**config.mk**
```make
export PLATFORM = sky130hd
export DESIGN_NAME = awg_sweep_ctrl_flat
export DESIGN_NICKNAME = d
export VERILOG_FILES = /design/src/rtl/awg_pkg.sv /design/src/rtl/awg_sweep_ctrl_if.sv /design/src/rtl/awg_dwell_timer.sv /design/src/rtl/awg_sweep_ctrl.sv /design/src/flat_wrapper.sv
export SDC_FILE = /design/constraint.sdc
export NUM_CORES = 1
export LEC_CHECK = 0
export BUFFER_PORTS_ARGS = -buffer_cell sky130_fd_sc_hd__buf_2
export CORE_AREA = 2 2 136 138
export CTS_BUF_LIST = sky130_fd_sc_hd__clkbuf_4
export DETAILED_ROUTE_END_ITERATION = 7
export DIE_AREA = 0 0 138 140
export GPL_ROUTABILITY_DRIVEN = 0
export PLACE_DENSITY = 0.69
export SKIP_CTS_REPAIR_TIMING = 1
export SLEW_MARGIN = 10
export SYNTH_ARGS = -nofsm -noshare
export SYNTH_HDL_FRONTEND = slang
export SYNTH_HIERARCHICAL = 1
export SYNTH_SLANG_ARGS = --single-unit
export TNS_END_PERCENT = 50
```
**constraint.sdc**
```tcl
create_clock -name clk -period 4.8 [get_ports clk]
set_input_delay 0.96 -clock clk [delete_from_list [all_inputs] [get_ports clk]]
set_output_delay 0.96 -clock clk [all_outputs]
set_load 0.005 [all_outputs]
```
**src/rtl/awg_pkg.sv**
```systemverilog
// Shared state encoding, sweep-mode constants and datapath widths for the AWG
// sweep controller and its dwell timer.
package awg_pkg;
    localparam int FREQ_W  = 12;
    localparam int AMP_W   = 3;
    localparam int PHASE_W = 8;
    localparam int DWELL_W = 16;

    typedef enum logic [1:0] {
        ST_IDLE  = 2'd0,
        ST_ARMED = 2'd1,
        ST_SWEEP = 2'd2,
        ST_DONE  = 2'd3
    } awg_state_e;

    localparam logic [1:0] MODE_SINGLE = 2'd0;
    localparam logic [1:0] MODE_REPEAT = 2'd1;
    localparam logic [1:0] MODE_TRI    = 2'd2;
endpackage

```
**src/rtl/awg_sweep_ctrl_if.sv**
```systemverilog
// Configuration handshake bus: the host offers a sweep description with
// cfg_valid, and the controller accepts it while cfg_ready is high.
interface awg_sweep_ctrl_if;
    import awg_pkg::*;

    logic               cfg_valid;
    logic               cfg_ready;
    logic [FREQ_W-1:0]  cfg_f_start;
    logic [FREQ_W-1:0]  cfg_f_stop;
    logic [FREQ_W-1:0]  cfg_f_step;
    logic [DWELL_W-1:0] cfg_dwell;
    logic [1:0]         cfg_mode;
    logic [AMP_W-1:0]   cfg_amp;
    logic [PHASE_W-1:0] cfg_phase;

    modport master (
        output cfg_valid, cfg_f_start, cfg_f_stop, cfg_f_step, cfg_dwell,
               cfg_mode, cfg_amp, cfg_phase,
        input  cfg_ready
    );

    modport slave (
        input  cfg_valid, cfg_f_start, cfg_f_stop, cfg_f_step, cfg_dwell,
               cfg_mode, cfg_amp, cfg_phase,
        output cfg_ready
    );
endinterface

```
**src/rtl/awg_dwell_timer.sv**
```systemverilog
// Dwell down-counter: load sets the hold length, count decrements it, and
// expire marks the last cycle of the current frequency.
module awg_dwell_timer
    import awg_pkg::*;
(
    input  logic               clk,
    input  logic               rst,
    input  logic               load,
    input  logic [DWELL_W-1:0] load_val,
    input  logic               count,
    output logic               expire
);
    logic [DWELL_W-1:0] cnt;

    always_ff @(posedge clk or posedge rst) begin
        if (rst) begin
            cnt <= '0;
        end else if (load) begin
            cnt <= load_val;
        end else if (count && (cnt != '0)) begin
            cnt <= cnt - DWELL_W'(1);
        end
    end

    assign expire = (cnt == '0);
endmodule

```
**src/rtl/awg_sweep_ctrl.sv**
```systemverilog
// Frequency sweep sequencer for a waveform generator: accepts a sweep config,
// then steps freq between f_start and f_stop in single, repeat or triangle mode.
module awg_sweep_ctrl
    import awg_pkg::*;
(
    input  logic                clk,
    input  logic                rst,
    awg_sweep_ctrl_if.slave     cfg,
    input  logic                start,
    input  logic                abort,
    output logic                en,
    output logic [FREQ_W-1:0]   freq,
    output logic [AMP_W-1:0]    amp,
    output logic [PHASE_W-1:0]  phase,
    output logic                busy,
    output logic                done
);
    awg_state_e         state, state_nxt;
    logic [FREQ_W-1:0]  f_start_q, f_stop_q, f_step_q;
    logic [DWELL_W-1:0] dwell_q;
    logic [1:0]         mode_q;
    logic [AMP_W-1:0]   amp_q;
    logic [PHASE_W-1:0] phase_q;
    logic               cfg_ready_q;
    logic               dir_dn, dir_dn_nxt;
    logic [FREQ_W-1:0]  freq_nxt;
    logic               en_nxt, busy_nxt, done_nxt, cfg_ready_nxt;
    logic [AMP_W-1:0]   amp_nxt;
    logic [PHASE_W-1:0] phase_nxt;
    logic               hs, expire, tmr_load;
    logic               degenerate, at_top, at_bottom, single;

    // Upward step computed one bit wide so a large step cannot wrap past f_stop.
    function automatic logic [FREQ_W-1:0] step_up(input logic [FREQ_W-1:0] f,
                                                  input logic [FREQ_W-1:0] step,
                                                  input logic [FREQ_W-1:0] ceil_f);
        logic [FREQ_W:0] nxt;
        nxt = {1'b0, f} + {1'b0, step};
        return (nxt >= {1'b0, ceil_f}) ? ceil_f : nxt[FREQ_W-1:0];
    endfunction

    function automatic logic [FREQ_W-1:0] step_dn(input logic [FREQ_W-1:0] f,
                                                  input logic [FREQ_W-1:0] step,
                                                  input logic [FREQ_W-1:0] floor_f);
        logic signed [FREQ_W:0] nxt;
        nxt = $signed({1'b0, f}) - $signed({1'b0, step});
        return (nxt <= $signed({1'b0, floor_f})) ? floor_f : nxt[FREQ_W-1:0];
    endfunction

    assign hs            = cfg.cfg_valid && cfg_ready_q;
    assign cfg.cfg_ready = cfg_ready_q;
    assign degenerate    = (f_stop_q <= f_start_q);
    assign at_top        = !dir_dn && (freq >= f_stop_q);
    assign at_bottom     = dir_dn && (freq <= f_start_q);
    assign single        = (mode_q != MODE_REPEAT) && (mode_q != MODE_TRI);

    always_ff @(posedge clk or posedge rst) begin
        if (rst) begin
            f_start_q <= '0;
            f_stop_q  <= '0;
            f_step_q  <= '0;
            dwell_q   <= '0;
            mode_q    <= MODE_SINGLE;
            amp_q     <= '0;
            phase_q   <= '0;
        end else if (hs) begin
            f_start_q <= cfg.cfg_f_start;
            f_stop_q  <= cfg.cfg_f_stop;
            f_step_q  <= (cfg.cfg_f_step == '0) ? FREQ_W'(1) : cfg.cfg_f_step;
            dwell_q   <= cfg.cfg_dwell;
            mode_q    <= cfg.cfg_mode;
            amp_q     <= cfg.cfg_amp;
            phase_q   <= cfg.cfg_phase;
        end
    end

    always_ff @(posedge clk or posedge rst) begin
        if (rst) state <= ST_IDLE;
        else     state <= state_nxt;
    end

    always_comb begin
        state_nxt = state;
        case (state)
            ST_IDLE:  if (hs) state_nxt = ST_ARMED;
            ST_ARMED: if (!hs && start && !abort) state_nxt = ST_SWEEP;
            ST_SWEEP: begin
                if (abort) state_nxt = ST_ARMED;
                else if (expire && at_top && single) state_nxt = ST_DONE;
            end
            ST_DONE:  state_nxt = ST_ARMED;
            default:  state_nxt = ST_IDLE;
        endcase
    end

    // Frequency walk: reload the dwell timer on entry and at every frequency change.
    always_comb begin
        freq_nxt   = freq;
        dir_dn_nxt = dir_dn;
        tmr_load   = 1'b0;
        if (state_nxt != ST_SWEEP) begin
            freq_nxt   = '0;
            dir_dn_nxt = 1'b0;
        end else if (state != ST_SWEEP) begin
            freq_nxt   = f_start_q;
            dir_dn_nxt = 1'b0;
            tmr_load   = 1'b1;
        end else if (expire) begin
            tmr_load = 1'b1;
            if (degenerate) begin
                freq_nxt = f_start_q;
            end else if (at_top) begin
                if (mode_q == MODE_TRI) begin
                    dir_dn_nxt = 1'b1;
                    freq_nxt   = step_dn(freq, f_step_q, f_start_q);
                end else begin
                    freq_nxt = f_start_q;
                end
            end else if (at_bottom) begin
                dir_dn_nxt = 1'b0;
                freq_nxt   = step_up(freq, f_step_q, f_stop_q);
            end else if (dir_dn) begin
                freq_nxt = step_dn(freq, f_step_q, f_start_q);
            end else begin
                freq_nxt = step_up(freq, f_step_q, f_stop_q);
            end
        end
    end

    always_comb begin
        en_nxt        = (state_nxt == ST_SWEEP);
        busy_nxt      = (state_nxt == ST_SWEEP);
        done_nxt      = (state_nxt == ST_DONE);
        cfg_ready_nxt = (state_nxt == ST_IDLE) || (state_nxt == ST_ARMED);
        amp_nxt       = en_nxt ? amp_q : AMP_W'(1);
        phase_nxt     = en_nxt ? phase_q : '0;
    end

    always_ff @(posedge clk or posedge rst) begin
        if (rst) begin
            freq        <= '0;
            dir_dn      <= 1'b0;
            en          <= 1'b0;
            busy        <= 1'b0;
            done        <= 1'b0;
            amp         <= AMP_W'(1);
            phase       <= '0;
            cfg_ready_q <= 1'b1;
        end else begin
            freq        <= freq_nxt;
            dir_dn      <= dir_dn_nxt;
            en          <= en_nxt;
            busy        <= busy_nxt;
            done        <= done_nxt;
            amp         <= amp_nxt;
            phase       <= phase_nxt;
            cfg_ready_q <= cfg_ready_nxt;
        end
    end

    awg_dwell_timer u_dwell (
        .clk      (clk),
        .rst      (rst),
        .load     (tmr_load),
        .load_val (dwell_q),
        .count    (state == ST_SWEEP),
        .expire   (expire)
    );
endmodule

```
**src/flat_wrapper.sv**
```systemverilog
// flat-port wrapper written by rule: the top's interface ports become plain ports
module awg_sweep_ctrl_flat import awg_pkg::*;
  (clk, rst, start, abort, en, freq, amp, phase, busy, done, cfg_cfg_valid, cfg_cfg_f_start, cfg_cfg_f_stop, cfg_cfg_f_step, cfg_cfg_dwell, cfg_cfg_mode, cfg_cfg_amp, cfg_cfg_phase, cfg_cfg_ready);
  awg_sweep_ctrl_if cfg_i ();
  input  logic clk;
  input  logic rst;
  input  logic start;
  input  logic abort;
  output logic en;
  output logic [FREQ_W-1:0] freq;
  output logic [AMP_W-1:0] amp;
  output logic [PHASE_W-1:0] phase;
  output logic busy;
  output logic done;
  input wire logic [$bits(cfg_i.cfg_valid)-1:0] cfg_cfg_valid;
  input wire logic [$bits(cfg_i.cfg_f_start)-1:0] cfg_cfg_f_start;
  input wire logic [$bits(cfg_i.cfg_f_stop)-1:0] cfg_cfg_f_stop;
  input wire logic [$bits(cfg_i.cfg_f_step)-1:0] cfg_cfg_f_step;
  input wire logic [$bits(cfg_i.cfg_dwell)-1:0] cfg_cfg_dwell;
  input wire logic [$bits(cfg_i.cfg_mode)-1:0] cfg_cfg_mode;
  input wire logic [$bits(cfg_i.cfg_amp)-1:0] cfg_cfg_amp;
  input wire logic [$bits(cfg_i.cfg_phase)-1:0] cfg_cfg_phase;
  output wire logic [$bits(cfg_i.cfg_ready)-1:0] cfg_cfg_ready;
  assign cfg_i.cfg_valid = cfg_cfg_valid;
  assign cfg_i.cfg_f_start = cfg_cfg_f_start;
  assign cfg_i.cfg_f_stop = cfg_cfg_f_stop;
  assign cfg_i.cfg_f_step = cfg_cfg_f_step;
  assign cfg_i.cfg_dwell = cfg_cfg_dwell;
  assign cfg_i.cfg_mode = cfg_cfg_mode;
  assign cfg_i.cfg_amp = cfg_cfg_amp;
  assign cfg_i.cfg_phase = cfg_cfg_phase;
  assign cfg_cfg_ready = cfg_i.cfg_ready;
  awg_sweep_ctrl u_core (.clk(clk), .rst(rst), .cfg(cfg_i), .start(start), .abort(abort), .en(en), .freq(freq), .amp(amp), .phase(phase), .busy(busy), .done(done));
endmodule
```
==> flow_summary.toml, run 1 <==
[logic_synthesis]
synth.distinct_cells = 77
syn-num-nets = 932
synth_seq_cells = 110
syn_area_per_cell_sq_um = 10.2
seq_area_frac_synth_pct = 35.0
synth_area_sq_um = 7870
async_flop_share_pct = 100
ys.flop_type = "dfrtp_1"
syn_inst = 774
ys_top_cells_by_area = "dfrtp_1 (34%), ha_1 (14%), mux2_2 (9.6%)"
synth-edff-count = 0
yosysWarnings = 6
yosysTopAreaCell = "dfrtp_1"
netlist.area_leader.share_pct = 34.3

[setup_path]
rrSetupSlack_ns = 0.34
critPathKind = "reg -> reg"
cp-end-kind = "flop"
crit_chain = "ha_1 > a221oi_1 > or3_1 > a311oi_2 > o21bai_1 > a21o_1 > xnor2_1 > ha_1 > nor2_1 > nand3_1 > a211oi_1 > a32oi_1 > a221oi_4 > buf_4 > mux2_2 > a221oi_1 > a21oi_1"
cp-start-kind = "flop"
required_ns = 5.22
critPathBufInv = 1
path_max_fanout = 13
arrival_ns = 4.88
crit_family = "compound AO/OA/AOI/OAI gates"
crit_path_max_incr_delay_ns = 0.50
cp_slowest_cell = "dfrtp_1"

[sta]
rsz0062_at_grt = "no"
finalCriticalPeriod_ns = 4.46
setup_violations = 0
tightest_slew_ns = 0.994
max_slew_margin_pct = 33.5
maxSlewViolCount = 0
timing.fmax_ghz = 0.224
fin_ws_ns = 0.344
hold_violations = 0
finalSetupTns_ns = 0
fin_skew_ns = 0.0215
post-route-period-util_pct = 92.8

[outcome]
status = "complete, no violations"

[grt]
grt-ovfl-total = 0
grt_max_degree = 70
grt_use_total_pct = 20.7
grt_pass1_vias = 6152
antenna_found_initial = 2
grt_first_pass_wirelength_microns = 32100

[routing]
drtPass1Iterations = 7
final_antenna_net_count = 0
wl_per_cell_microns = 17.9
drc = 0
dr.first_iter.drc_count = 391
totalWireLength_microns = 19700
vias_per_cell = 5.72
via_count = 6274

[final_layout]
drive_above_1_share_pct = 25.3
fin_nets = 1019
syn_to_final_growth_pct = 10.7
utilization_pct = 49.0

[clock_tree]
htree_levels = 3
clkLatencyLatePin_ns = 0.53
cts_made_buffers = 9
cts_buffer_depth = 2
clock-root-buffer = "clkbuf_4"
cts_tree = "done"
clk_pin_slew_ns = 0.20
cts.sink_count = 110

[power]
ir_worst_vdd_v = 0.000174
finalPower_mw = 2.74
p_leak_nw = 4.29
p_per_area_nw_per_um2 = 315

[floorplan]
die_h_microns = 140
core-area_sq_um = 17800
row_count = 49
die_w_microns = 138
start_util_pct = 44.3
dieArea_sq_um = 19300
pin_count = 97

[job]
cap_violations = 0

[placed_design]
dpl.hpwl_microns = 15100
dp_slack_ns = 0.422
portBuffers = 96

[hold_path]
min_path_type = "reg -> reg"
-- layout by cell type (no fill, tap or decap), types with 8 or more instances in the layout --
master and count:
mux2i_1 32, nand3_1 12, a22oi_1 10, nor3_1 14
a21oi_1 36, a31oi_1 12, nor2_1 44, o21ai_0 23
inv_1 53, mux2_2 67, nand2_1 32, nand4_1 13
and2_1 19, nand2b_1 8, clkbuf_4 10, ha_1 86
a221o_1 9, buf_2 96, dfrtp_1 108, a21o_1 13
nor2b_1 11, xnor2_1 17, buf_4 11
-- per-layer routing --
metal / up-vias / wire length (microns) / global-route usage [%]
met5: - / 7 / 0
met4: 2 / 631 / 7.47
met3: 41 / 1380 / 6.09
met2: 209 / 9010 / 33.3
met1: 2997 / 8630 / 26.6
li1: 3025 / - / -
-- final timing paths --
kind	cells past startpoint	to	startpoint
worst max-delay path	17	u_core/freq[10]$_DFFE_PP0P_	u_core/freq[2]$_DFFE_PP0P_
worst min-delay path	1	u_core/amp[0]$_DFF_PP1_	u_core/amp_q[0]$_DFFE_PP0P_
worst max register to register	17	u_core/freq[10]$_DFFE_PP0P_	u_core/freq[2]$_DFFE_PP0P_
worst min register to register	1	u_core/amp[0]$_DFF_PP1_	u_core/amp_q[0]$_DFFE_PP0P_
max in group asynchronous	3	u_core/cfg.cfg_ready$_DFF_PP1_	rst
min in group asynchronous	2	u_core/u_dwell/cnt[10]$_DFFE_PP0P_	rst
-- per-stage QoR --
| stage | cell area, sq um | std cells | hold slack (ns) |
|---|---|---|---|
| 2_1_floorplan | 7870 | 774 | 0.430 |
| 3_3_place_gp | 8570 | 1079 | 0.440 |
| 3_5_place_dp | 8570 | 1079 | 0.445 |
| 4_1_cts | 8710 | 1095 | 0.485 |
| 5_1_grt | 8720 | 1096 | 0.520 |
| 6_report | 8720 | 1097 | 0.481 |
-- report_power, final --
group / internal (mW) / switching (mW) / leakage (nW)
sequential: 1.06 / 0.154 / 1.33
clock: 0.129 / 0.359 / 0.0782
combinational: 0.475 / 0.567 / 2.88
total: 1.67 / 1.08 / 4.29
-- Yosys cell counts (3+ instances only) --
cell / instances
inv_1: 54
a211oi_1: 3
mux2_2: 67
o21ai_2: 4
nor3_1: 14
o21bai_1: 6
nand3_1: 12
a221o_1: 9
o21a_1: 5
a21oi_1: 36
buf_4: 3
a31oi_1: 12
buf_2: 9
o21ai_0: 23
o211ai_1: 6
xnor2_1: 17
or3_1: 5
or4_4: 3
and2_1: 19
ha_1: 86
or2_2: 3
nor2b_1: 11
o31ai_1: 4
dfrtp_1: 108
xor2_1: 3
nor4_1: 6
clkbuf_1: 17
a211o_1: 6
a221oi_1: 3
a311o_1: 3
or4_1: 5
nand2_1: 33
nor2_1: 44
a21o_1: 13
a22oi_1: 10
mux2i_1: 32
nand2b_1: 8
nor3b_1: 4
nand4_1: 13
-- logic make-up (layout without fill, tap and decap cells) --
group	Yosys count	count (layout)	share of synthesized area, %
other cells	0	2	0
xor+xnor	20	20	2.23
simple gates	195	195	13.6
compound gates	175	175	16.7
fa+ha+maj	88	88	14.2
mux	99	99	13.7
flops	110	110	35.0
buf+inv	87	179	4.62
-- final cells by class --
class | count | area (sq um)
Sequential cell | 110 | 2760
Inverter | 56 | 213
Clock inverter | 6 | 65.1
Multi-Input combinational cell | 577 | 4760
Antenna cell | 2 | 5.00
Timing Repair Buffer | 107 | 563
Clock buffer | 10 | 75.1
Fill cell | 1711 | 9060
Tap cell | 229 | 287
-- sequential cells by signal, indices dropped and copies added (netlist names) --
register and flops:
u_core/dir_dn 1, u_core/cfg.cfg_ready 1, u_core/phase_q 8, u_core/freq 12, u_core/busy 1, u_core/mode_q 2, u_core/f_stop_q 12, u_core/amp_q 3
u_core/dwell_q 16, u_core/state 2, u_core/f_start_q 12, u_core/phase 8, u_core/u_dwell/cnt 16, u_core/amp 3, u_core/f_step_q 12, u_core/done 1
-- worst reg2reg max path, cell delays in order, from the launching register on --
cell      delay (ns)
dfrtp_1         0.50
ha_1            0.48
a221oi_1        0.18
or3_1           0.37
a311oi_2        0.28
o21bai_1        0.15
a21o_1          0.21
xnor2_1         0.12
ha_1            0.18
nor2_1          0.14
nand3_1         0.10
a211oi_1        0.23
a32oi_1         0.22
a221oi_4        0.22
buf_4           0.27
mux2_2          0.36
a221oi_1        0.27
a21oi_1         0.10
No activity file was read; power rests on OpenSTA's default activity.
==> run 2: changes to the inputs <==
--- a/config.mk
+++ b/config.mk
@@ -10,8 +10,7 @@
 export CTS_BUF_LIST = sky130_fd_sc_hd__clkbuf_4
 export DETAILED_ROUTE_END_ITERATION = 7
 export DIE_AREA = 0 0 138 140
-export GPL_ROUTABILITY_DRIVEN = 0
-export PLACE_DENSITY = 0.69
+export PLACE_DENSITY = 0.66
 export SKIP_CTS_REPAIR_TIMING = 1
 export SLEW_MARGIN = 10
 export SYNTH_ARGS = -nofsm -noshare
==> flow_summary.toml, run 2 (synthesized netlist as in run 1, its figures left out) <==
[outcome]
status = "complete, no violations"

[routing]
drtPass1Iterations = 5
drc = 0
vias_per_cell = 5.66
via_count = 6225
totalWireLength_microns = 20000
wl_per_cell_microns = 18.2
final_antenna_net_count = 0
dr.first_iter.drc_count = 307

[clock_tree]
clkLatencyLatePin_ns = 0.51
htree_levels = 3
clock-root-buffer = "clkbuf_4"
cts_buffer_depth = 2
cts_made_buffers = 9
clk_pin_slew_ns = 0.18
cts_tree = "done"
cts.sink_count = 110

[floorplan]
row_count = 49
die_w_microns = 138
start_util_pct = 44.3
die_h_microns = 140
dieArea_sq_um = 19300
pin_count = 97
core-area_sq_um = 17800

[setup_path]
crit_path_max_incr_delay_ns = 0.52
cp-end-kind = "flop"
arrival_ns = 4.92
critPathKind = "reg -> reg"
path_max_fanout = 7
required_ns = 5.19
cp_slowest_cell = "dfrtp_1"
crit_chain = "ha_1 > or2_2 > or3_1 > a311oi_2 > o21bai_1 > a21o_1 > xnor2_1 > ha_1 > nor2_1 > nand3_1 > a211oi_1 > a32oi_1 > a221oi_4 > buf_4 > mux2_2 > a221oi_1 > a21oi_1"
cp-start-kind = "flop"
crit_top_cell = "ha_1"

[final_layout]
reg_top3 = "u_core/dwell_q (16), u_core/u_dwell/cnt (16)"
syn_to_final_growth_pct = 11.0
finalInstanceArea_sq_um = 8740
utilization_pct = 49.2
final_common_cell = "dfrtp_1"
fin_nets = 1022
final_cell_mix = "dfrtp_1 (107), buf_2 (96), ha_1 (85)"
drive_above_1_share_pct = 25.8

[power]
switching_share_pct = 39.1
p_leak_nw = 4.30
power_frac_comb_pct = 38.3
ir_worst_vdd_v = 0.000191
seq_power_share_pct = 44.3
clkPwrFrac_pct = 17.5
p_per_area_nw_per_um2 = 314
switching_power_mw = 1.07
p_int_mw = 1.67
finalPower_mw = 2.74

[grt]
grt_use_total_pct = 21.1
grt_pass1_vias = 6186
antenna_found_initial = 2
grt-ovfl-total = 0
grt_first_pass_wirelength_microns = 32600
grt_max_degree = 61

[sta]
timing.fmax_ghz = 0.221
tightest_slew_ns = 0.922
rsz0062_at_grt = "no"
finalSetupTns_ns = 0
fin_skew_ns = 0.0228
hold_violations = 0
post-route-period-util_pct = 94.3
whs_ns = 0.489
max_slew_margin_pct = 38.3
maxSlewViolCount = 0
finalCriticalPeriod_ns = 4.53
setup_violations = 0

[placed_design]
dpl.hpwl_microns = 15500
gp_congestion = 0.931
placed_cell_area_sq_um = 8600
portBuffers = 96

[hold_path]
min_path_type = "reg -> reg"

[job]
cap_violations = 0
run 2: changes by cell type in the layout (fill, tap and decap cells not counted), sizes merged:
cell / previous run / this run
clkinv: 2 / 3
buf: 107 / 110
inv: 60 / 59
run 2: path summary, 6_finish.rpt:
| kind | from | slack (ns) | end | cells after the start |
|---|---|---|---|---|
| worst max-delay path | u_core/freq[5]$_DFFE_PP0P_ | 0.27 | u_core/freq[10]$_DFFE_PP0P_ | 17 |
| worst min-delay path | u_core/amp_q[0]$_DFFE_PP0P_ | 0.49 | u_core/amp[0]$_DFF_PP1_ | 1 |
| min in group asynchronous | rst | 0.52 | u_core/u_dwell/cnt[13]$_DFFE_PP0P_ | 2 |
| max in group asynchronous | rst | 3.23 | u_core/f_step_q[11]$_DFFE_PP0P_ | 3 |
| worst max register to register | u_core/freq[5]$_DFFE_PP0P_ | 0.27 | u_core/freq[10]$_DFFE_PP0P_ | 17 |
| worst min register to register | u_core/amp_q[0]$_DFFE_PP0P_ | 0.49 | u_core/amp[0]$_DFF_PP1_ | 1 |
run 2: layout make-up:
class                      instances  area, sq um
fill                            1697         9040
multi-input combinational        577         4760
sequential                       110         2760
timing repair buffer             110          586
tap                              229          287
inverter                          56          213
clock buffer                      10         75.1
clock inverter                     6         62.6
antenna                            2         5.00
run 2: power by group through the flow:
stage | logic [mW] | clock network (mW) | registers, mW
6_report | 1.05 | 0.479 | 1.21
5_1_grt | 1.18 | 0.535 | 1.24
4_1_cts | 1.05 | 0.506 | 1.21
3_5_place_dp | 1.04 | 0 | 1.23
3_3_place_gp | 1.02 | 0 | 1.23
2_1_floorplan | 0.795 | 0 | 1.18
run 2: stage by stage:
| stage | instances | setup slack, ns |
|---|---|---|
| 2_1_floorplan | 774 | 0.841 |
| 3_3_place_gp | 1082 | 0.445 |
| 3_5_place_dp | 1082 | 0.315 |
| 4_1_cts | 1098 | 0.264 |
| 5_1_grt | 1099 | 0.00662 |
| 6_report | 1100 | 0.273 |
run 2: critical path, delay by kind of cell, from the launching register on:
family                     cells  cell delay [ns]
and+or+nand+nor                4             1.01
buffers and inverters          1             0.21
DFF                            1             0.52
adders and majority gates      2             0.46
muxes                          1             0.34
xor gates and xnor gates       1             0.12
AOI/OAI and AO/OA              8             1.74
run 2: routing by layer:
layer | vias up | global-route usage [%] | part of all wire [%]
li1 | 3043 | - | -
met1 | 2972 | 27.9 | 45
met2 | 180 | 34.0 | 46
met3 | 30 | 5.64 | 6.4
met4 | 0 | 6.23 | 2.1
met5 | - | 0 | 0
==> run 3: changes to the inputs <==
--- a/config.mk
+++ b/config.mk
@@ -6,11 +6,14 @@
 export NUM_CORES = 1
 export LEC_CHECK = 0
 export BUFFER_PORTS_ARGS = -buffer_cell sky130_fd_sc_hd__buf_2
-export CORE_AREA = 2 2 136 138
+export CELL_PAD_IN_SITES_DETAIL_PLACEMENT = 0
+export CELL_PAD_IN_SITES_GLOBAL_PLACEMENT = 1
+export CORE_AREA = 2 2 153 155
 export CTS_BUF_LIST = sky130_fd_sc_hd__clkbuf_4
 export DETAILED_ROUTE_END_ITERATION = 7
-export DIE_AREA = 0 0 138 140
-export PLACE_DENSITY = 0.66
+export DIE_AREA = 0 0 155 157
+export GPL_ROUTABILITY_DRIVEN = 0
+export PLACE_DENSITY = 0.67
 export SKIP_CTS_REPAIR_TIMING = 1
 export SLEW_MARGIN = 10
 export SYNTH_ARGS = -nofsm -noshare
==> flow_summary.toml, run 3 (synthesized netlist as in run 1, its figures left out) <==
[power]
ir_worst_vdd_v = 0.000161
p_per_area_nw_per_um2 = 314
finalPower_mw = 2.78
p_leak_nw = 4.32

[setup_path]
arrival_ns = 4.84
path_max_fanout = 9
critPathBufInv = 1
required_ns = 5.19
critPathKind = "reg -> reg"
crit_path_max_incr_delay_ns = 0.50
cp-start-kind = "flop"
crit_chain = "ha_1 > a221oi_1 > or3_1 > a311oi_2 > o21bai_1 > a21o_1 > xnor2_1 > ha_1 > nor2_1 > nand3_1 > a211oi_1 > a32oi_1 > a221oi_4 > buf_4 > mux2_2 > a221oi_1 > a21oi_1"
cp_slowest_cell = "dfrtp_1"
cp-end-kind = "flop"
crit_family = "compound AO/OA/AOI/OAI gates"

[grt]
antenna_found_initial = 2
grt_max_degree = 71
grt_pass1_vias = 6107
grt_use_total_pct = 18.1
grt_first_pass_wirelength_microns = 34500
grt-ovfl-total = 0

[routing]
wl_per_cell_microns = 18.4
drtPass1Iterations = 4
drc = 0
via_count = 6108
dr.first_iter.drc_count = 340
vias_per_cell = 5.27
totalWireLength_microns = 21300
final_antenna_net_count = 0

[sta]
finalSetupTns_ns = 0
timing.fmax_ghz = 0.225
setup_violations = 0
maxSlewViolCount = 0
finalCriticalPeriod_ns = 4.45
max_slew_margin_pct = 28.9
hold_violations = 0
fin_skew_ns = 0.0306
tightest_slew_ns = 1.06
rsz0062_at_grt = "no"
post-route-period-util_pct = 92.7

[clock_tree]
cts_buffer_depth = 2
cts_tree = "done"
clk_pin_slew_ns = 0.19
htree_levels = 3
cts.sink_count = 110
cts_made_buffers = 9
clkLatencyLatePin_ns = 0.51
clock-root-buffer = "clkbuf_4"

[outcome]
status = "complete, no violations"

[placed_design]
portBuffers = 96
dpl.hpwl_microns = 16300
placed_cells = 1136

[final_layout]
stdcell_count = 1158
syn_to_final_growth_pct = 12.3
fin_nets = 1024
final_cell_mix = "dfrtp_1 (108), buf_2 (96), ha_1 (86)"
utilization_pct = 39.3
final_common_cell = "dfrtp_1"
reg_top3 = "u_core/dwell_q (16), u_core/u_dwell/cnt (16)"
drive_above_1_share_pct = 25.9

[floorplan]
pin_count = 97
row_count = 55
start_util_pct = 35.0
die_h_microns = 157
dieArea_sq_um = 24300
die_w_microns = 155
core-area_sq_um = 22500

[hold_path]
min_path_type = "reg -> reg"

[job]
cap_violations = 0
-- run 3: cell count changes in the layout (fill, tap and decap cells not counted), sizes merged --
cell / change
buf: +2
-- run 3: metal layers --
| layer | GRT usage (%) | vias to the layer above | share of wire [%] |
|---|---|---|---|
| li1 | - | 3042 | - |
| met1 | 25.0 | 2933 | 49 |
| met5 | 0 | - | 0 |
| met2 | 29.4 | 121 | 46 |
| met4 | 4.28 | 0 | 1.1 |
| met3 | 3.50 | 12 | 4.5 |
-- run 3: area by class of cell --
cell class	instances	area [sq um]
Clock inverter	6	65.1
Tap cell	285	357
Antenna cell	2	5.00
Multi-Input combinational cell	577	4770
Fill cell	2271	13700
Clock buffer	10	75.1
Timing Repair Buffer	112	601
Sequential cell	110	2760
Inverter	56	213
-- run 3: path summary, 6_finish.rpt --
kind	start	to	slack, ns	cells after the start
hold / removal	u_core/amp_q[2]$_DFFE_PP0P_	u_core/amp[2]$_DFF_PP0_	0.50	1
setup reg to reg	u_core/freq[2]$_DFFE_PP0P_	u_core/freq[10]$_DFFE_PP0P_	0.35	17
max in group asynchronous	rst	u_core/cfg.cfg_ready$_DFF_PP1_	3.25	3
min in group asynchronous	rst	u_core/u_dwell/cnt[4]$_DFFE_PP0P_	0.54	2
hold reg to reg	u_core/amp_q[2]$_DFFE_PP0P_	u_core/amp[2]$_DFF_PP0_	0.50	1
setup / recovery	u_core/freq[2]$_DFFE_PP0P_	u_core/freq[10]$_DFFE_PP0P_	0.35	17
-- run 3: worst reg2reg max path: stages (launching register included) --
cell,delay [ns]
dfrtp_1,0.50
ha_1,0.50
a221oi_1,0.19
or3_1,0.39
a311oi_2,0.28
o21bai_1,0.16
a21o_1,0.21
xnor2_1,0.12
ha_1,0.18
nor2_1,0.14
nand3_1,0.09
a211oi_1,0.21
a32oi_1,0.21
a221oi_4,0.25
buf_4,0.20
mux2_2,0.33
a221oi_1,0.27
a21oi_1,0.10
-- run 3: metrics by stage --
| stage | hold slack (ns) | setup slack, ns | cell area (sq um) |
|---|---|---|---|
| 6_report | 0.497 | 0.350 | 8840 |
| 5_1_grt | 0.517 | 0.0415 | 8840 |
| 4_1_cts | 0.499 | 0.210 | 8800 |
| 3_5_place_dp | 0.460 | 0.255 | 8660 |
| 3_3_place_gp | 0.441 | 0.303 | 8660 |
| 2_1_floorplan | 0.430 | 0.841 | 7870 |
-- run 3: report_power, final --
part | switching (mW) | internal, mW
registers | 0.156 | 1.06
logic | 0.575 | 0.499
clock network | 0.361 | 0.128
total | 1.09 | 1.69
